File: src/rtl/keypad_responder.sv
// keypad_responder -- scripted 3x4 keypad model that answers the scanner's column drive.
// Rev 1.0
`default_nettype none

module keypad_responder #(
  parameter int PRESS_CYCLES  = 500000,
  parameter int GAP_CYCLES    = 250000,
  parameter int BOUNCE_CYCLES = 0,
  parameter int CNT_W         = 24
) (
  input  logic       clk,
  input  logic       rst,
  input  logic [2:0] key_col,
  input  logic       cmd_valid,
  input  logic [3:0] cmd_key,
  output logic       cmd_ready,
  output logic [3:0] key_row,
  output logic       busy,
  output logic       done,
  output logic       err,
  output logic [7:0] press_count
);

  localparam logic [2:0] S_IDLE = 3'd0;
  localparam logic [2:0] S_BIN  = 3'd1;
  localparam logic [2:0] S_HOLD = 3'd2;
  localparam logic [2:0] S_BOUT = 3'd3;
  localparam logic [2:0] S_GAP  = 3'd4;

  localparam bit             C_HAS_BOUNCE  = (BOUNCE_CYCLES > 0);
  localparam logic [CNT_W-1:0] C_PRESS_LAST  = CNT_W'(PRESS_CYCLES - 1);
  localparam logic [CNT_W-1:0] C_GAP_LAST    = CNT_W'(GAP_CYCLES - 1);
  localparam logic [CNT_W-1:0] C_BOUNCE_LAST = CNT_W'(BOUNCE_CYCLES - 1);

  logic [2:0]       state_q, state_d;
  logic [CNT_W-1:0] cnt_q, cnt_d;
  logic [3:0]       key_q, key_d;
  logic [3:0]       key_row_q, key_row_d;
  logic             done_q, done_d;
  logic             err_q, err_d;
  logic [7:0]       press_count_q, press_count_d;

  logic             accept;
  logic             code_ok;
  logic             closed;
  logic [2:0]       col_sel;
  logic [3:0]       row_sel;

  // Keypad geometry: column and row of the latched key.
  always_comb begin
    col_sel = 3'b000;
    row_sel = 4'b0000;
    case (key_q)
      4'd1, 4'd4, 4'd7, 4'd10: col_sel = 3'b001;
      4'd2, 4'd5, 4'd8, 4'd0:  col_sel = 3'b010;
      4'd3, 4'd6, 4'd9, 4'd11: col_sel = 3'b100;
      default:                 col_sel = 3'b000;
    endcase
    case (key_q)
      4'd1, 4'd2, 4'd3:        row_sel = 4'b0001;
      4'd4, 4'd5, 4'd6:        row_sel = 4'b0010;
      4'd7, 4'd8, 4'd9:        row_sel = 4'b0100;
      4'd10, 4'd0, 4'd11:      row_sel = 4'b1000;
      default:                 row_sel = 4'b0000;
    endcase
  end

  always_comb begin
    accept        = cmd_valid && (state_q == S_IDLE);
    code_ok       = (cmd_key < 4'd12);
    state_d       = state_q;
    cnt_d         = cnt_q + 1'b1;
    key_d         = accept ? cmd_key : key_q;
    press_count_d = press_count_q;

    case (state_q)
      S_IDLE: begin
        cnt_d = '0;
        if (accept && code_ok) state_d = C_HAS_BOUNCE ? S_BIN : S_HOLD;
      end
      S_BIN:  if (cnt_q == C_BOUNCE_LAST) state_d = S_HOLD;
      S_HOLD: if (cnt_q == C_PRESS_LAST)  state_d = C_HAS_BOUNCE ? S_BOUT : S_GAP;
      S_BOUT: if (cnt_q == C_BOUNCE_LAST) state_d = S_GAP;
      S_GAP:  if (cnt_q == C_GAP_LAST)    state_d = S_IDLE;
      default: state_d = S_IDLE;
    endcase

    if (state_d != state_q) cnt_d = '0;

    // Chatter closes on even counts going in and on odd counts coming out.
    closed = (state_q == S_HOLD) ||
             ((state_q == S_BIN)  && !cnt_q[0]) ||
             ((state_q == S_BOUT) &&  cnt_q[0]);

    key_row_d = (closed && ((key_col & col_sel) != 3'b000)) ? row_sel : 4'b0000;
    done_d    = (state_q == S_GAP) && (state_d == S_IDLE);
    err_d     = accept && !code_ok;
    if (done_d) press_count_d = press_count_q + 8'd1;
  end

  always_ff @(posedge clk or negedge rst) begin
    if (!rst) begin
      state_q       <= S_IDLE;
      cnt_q         <= '0;
      key_q         <= 4'd0;
      key_row_q     <= 4'b0000;
      done_q        <= 1'b0;
      err_q         <= 1'b0;
      press_count_q <= 8'd0;
    end else begin
      state_q       <= state_d;
      cnt_q         <= cnt_d;
      key_q         <= key_d;
      key_row_q     <= key_row_d;
      done_q        <= done_d;
      err_q         <= err_d;
      press_count_q <= press_count_d;
    end
  end

  assign cmd_ready   = (state_q == S_IDLE);
  assign busy        = (state_q != S_IDLE);
  assign key_row     = key_row_q;
  assign done        = done_q;
  assign err         = err_q;
  assign press_count = press_count_q;

endmodule

`default_nettype wire
File: config.mk
export PLATFORM = sky130hd
export DESIGN_NAME = keypad_responder
export DESIGN_NICKNAME = d
export VERILOG_FILES = /design/src/rtl/keypad_responder.sv
export SDC_FILE = /design/constraint.sdc
export NUM_CORES = 1
export LEC_CHECK = 0
export CAP_MARGIN = 20
export CORE_MARGIN = 5
export CORE_UTILIZATION = 35
export CTS_BUF_LIST = sky130_fd_sc_hd__clkbuf_16
export DETAILED_ROUTE_END_ITERATION = 8
export DONT_BUFFER_PORTS = 1
export PLACE_DENSITY = 0.45
export SYNTH_ARGS = -nofsm -noshare
export SYNTH_HDL_FRONTEND = slang
export SYNTH_SLANG_ARGS = --single-unit
File: constraint.sdc
create_clock -name clk -period 4.2 [get_ports clk]
set_input_delay 0.42 -clock clk [delete_from_list [all_inputs] [get_ports clk]]
set_output_delay 0.42 -clock clk [all_outputs]
set_load 0.05 [all_outputs]
==> impl_metrics.toml <==
[cts]
cts_num_sinks = 45
clockBufferDepth = 2
tritoncts = "done"
clock_transition_at_the_registers_of_the_reported_paths_ns = 0.06
cts_htree_levels = 2
clockRootBuffer = "sky130_fd_sc_hd__clkbuf_16"
cts-buffers-inserted = 5
later_pin_clock_latency_in_the_skew_report_ns = 0.28
cts_setup_buffers = 0

[placed_design]
place.detailed.hpwl_um = 3560
finalWeightedCongestion = 0.782
count_of_buffers_inserted_at_the_top_level_ports = 0

[timing]
finalMaxSlewViolations = 0
period_needed_ns = 2.37
upper_clock_frequency_limit_mhz = 422
worst-slew-pin-transition_ns = 0.770
finalClockSkew_ns = 0.00429
final_report_setup_violation_count = 0
worst_slew_margin_pct = 48.3
min_period_over_period_pct = 56.4
rsz_0062_raised_after_global_routing = "no"
setup_tns_ns = 0
hold_viol = 0

[setup_path]
worst_setup_path_start_kind = "flip-flop"
timing.critical_path.slowest_cell_delay_ns = 0.64
worst_path_fanout_max = 8
count_of_buffering_cells_on_the_critical_path_with_inverters_included = 1
rr_startpoint = "state_q[2]"
worst_setup_path_end_kind = "flip-flop"
cp.arrival_ns = 2.54
cp.required_ns = 4.37
ff2ff_setup_slack_ns = 1.83
largest_delay_share_family_worst_path = "simple AND/OR/NAND/NOR gates"
crit-reg2reg-capture = "key_q[3]"
timing.setup.critical_path_class = "reg2reg"
critical_path.cell_chain = "or3_1 -> inv_1 -> and2_1 -> mux2_2"
crit_path_top_delay_cell = "sky130_fd_sc_hd__or3_1"
worst_r2r_path_cells = 4

[logic_synthesis]
ys_async_rst_share_pct = 100
syn_nets = 259
synthTopCellsByCount = "sky130_fd_sc_hd__dfrtp_1 (45), sky130_fd_sc_hd__nor2_1 (33), sky130_fd_sc_hd__xnor2_1 (20)"
yosys_register_bits = 45
synth_sequential_area_ratio_pct = 46.1
synthesis.area_per_instance_um2 = 10.1
synthCells = 241
syn_area_um2 = 2440
ys_dominant_reg_cell = "sky130_fd_sc_hd__dfrtp_1"
yosys.cell_types.count = 45
count_leader_synth = "sky130_fd_sc_hd__dfrtp_1"
synthesis.yosys.warnings = 0
synth-edff-count = 0
netlist.area_leader.share_pct = 46.1
yosys-top-cells-area = "sky130_fd_sc_hd__dfrtp_1 (46%), sky130_fd_sc_hd__xnor2_1 (7.2%), sky130_fd_sc_hd__nor2_1 (5.1%), sky130_fd_sc_hd__ha_1 (4.1%), sky130_fd_sc_hd__xor2_1 (3.2%)"
synth_largest_area_cell = "sky130_fd_sc_hd__dfrtp_1"

[detailed_routing]
detail-route-antenna-nets = 0
drt_wl_total_um = 5130
via_density_per_instance = 5.02
detail_route.drc_violations = 0
routed-via-count = 1701
drt_pass1_iterations = 4
drt-initial-drc-count = 71
drt-wirelength-per-cell_um = 15.1

[power_and_ir_drop]
pwr_density_cell_nw_per_um2 = 306
p_total_mw = 0.823
irDropWorstVdd_mv = 0.153
power.leakage_nw = 1.16

[floorplan]
start_util_pct = 36.0
core_um2 = 6790
die-width_um = 93.6
die-height_um = 93.6
floorplan_row_count = 30
fp.dieArea_um2 = 8760
num_io_pins = 26

[layout]
drive_above_1_share_pct = 9.47
final_net_count = 260
nFillCells = 674
syn_to_final_growth_pct = 9.98
antennaDiodeCount = 0

[worst_hold_path]
hold_path_class = "in2reg"
hold-path-endpoint = "key_q[1]"
min_delay_path_depth = 2
hold_path.startpoint = "cmd_key[1]"

[grt]
grt_max_degree = 46
global_route.overflow_total = 0
grt_pass1_wl_um = 8680
grtUsageTotal_pct = 12.6
grt_pass1_vias = 1713
grt_antenna_before_repair = 0

[status]
status = "finished clean"

[run]
cap_viol_max_count = 0
[power breakdown]
group | total (mW) | leakage [nW] | switching, mW | internal [mW]
clock | 0.372 | 0.0687 | 0.157 | 0.215
sequential | 0.436 | 0.596 | 0.00198 | 0.434
combinational | 0.0156 | 0.497 | 0.0108 | 0.00485
total | 0.823 | 1.16 | 0.169 | 0.654
[cell type report]
type	count	area (um^2)	area share, %
clock inverters	3	12.5	0.465
clock buffers	5	125	4.65
inverters	8	30.0	1.12
well taps	96	120	4.47
repair buffers	2	37.5	1.40
flip-flops and latches	45	1130	41.9
multi-input cells	180	1240	46.0
[repair_timing]
| action | 4_1_cts | 5_1_grt |
|---|---|---|
| endpoints found under the hold margin | 45 | 0 |
| hold buffers | 2 | 0 |
| resized for setup | 0 | 0 |
[sequential cells by signal, summed over array words and instances (netlist names)]
name,flops
cnt_q,24
done,1
err,1
key_q,4
key_row,4
press_count,8
state_q,3
[worst reg2reg max path: stages, from the launching register on]
cell                      delay [ns]
sky130_fd_sc_hd__dfrtp_1        0.45
sky130_fd_sc_hd__or3_1          0.64
sky130_fd_sc_hd__inv_1          0.44
sky130_fd_sc_hd__and2_1         0.36
sky130_fd_sc_hd__mux2_2         0.37
[worst max-delay path by stage]
stage | endpoint | startpoint | slack (ns) | cells after the start
2_1_floorplan | key_q[2] | state_q[2] | 1.88 | 5
3_3_place_gp | key_q[3] | state_q[2] | 1.85 | 4
3_5_place_dp | key_q[3] | state_q[2] | 1.82 | 4
4_1_cts | key_q[3] | state_q[2] | 1.81 | 4
5_1_grt | press_count[3] | cnt_q[0] | 1.70 | 6
6_report | key_q[3] | state_q[2] | 1.83 | 4
[placed cells by master (no fill, tap or decap), types with 8 or more instances in the layout]
| cell type | netlist | layout |
|---|---|---|
| sky130_fd_sc_hd__nand3_1 | 10 | 10 |
| sky130_fd_sc_hd__ha_1 | 8 | 8 |
| sky130_fd_sc_hd__nor3_1 | 11 | 11 |
| sky130_fd_sc_hd__nand4_1 | 12 | 12 |
| sky130_fd_sc_hd__xor2_1 | 9 | 9 |
| sky130_fd_sc_hd__nand2_1 | 17 | 17 |
| sky130_fd_sc_hd__inv_1 | 8 | 8 |
| sky130_fd_sc_hd__dfrtp_1 | 45 | 45 |
| sky130_fd_sc_hd__nor2_1 | 33 | 33 |
| sky130_fd_sc_hd__xnor2_1 | 20 | 20 |
[metal layers]
layer	vias to the layer above	share of wire (%)	track usage (%)
li1	848	-	-
met3	7	4.6	2.98
met4	0	1.4	4.45
met5	-	0	0
met2	29	47	20.4
met1	817	47	16.5
[cell families after synthesis]
family / after synthesis / share of synthesized area (%)
buffers and inverters: 16 / 3.33
flip-flops: 45 / 46.1
XOR/XNOR: 29 / 10.4
multiplexers: 5 / 2.20
AND/OR/NAND/NOR: 120 / 28.4
adder cells (fa/ha/maj): 8 / 4.09
AO/OA/AOI/OAI: 18 / 5.58
[stage by stage]
step                      util, %  hold slack (ns)  instances  setup slack (ns)  area [um^2]
after floorplan                 -            0.124        241              1.88         2440
after global placement       37.0            0.126        329              1.85         2510
after detailed placement     37.0            0.126        329              1.82         2510
after CTS                    39.6            0.264        339              1.81         2690
after global routing         39.6            0.274        339              1.70         2690
final                        39.6            0.264        339              1.83         2690
Note: power is estimated with default switching activity, not from simulation.
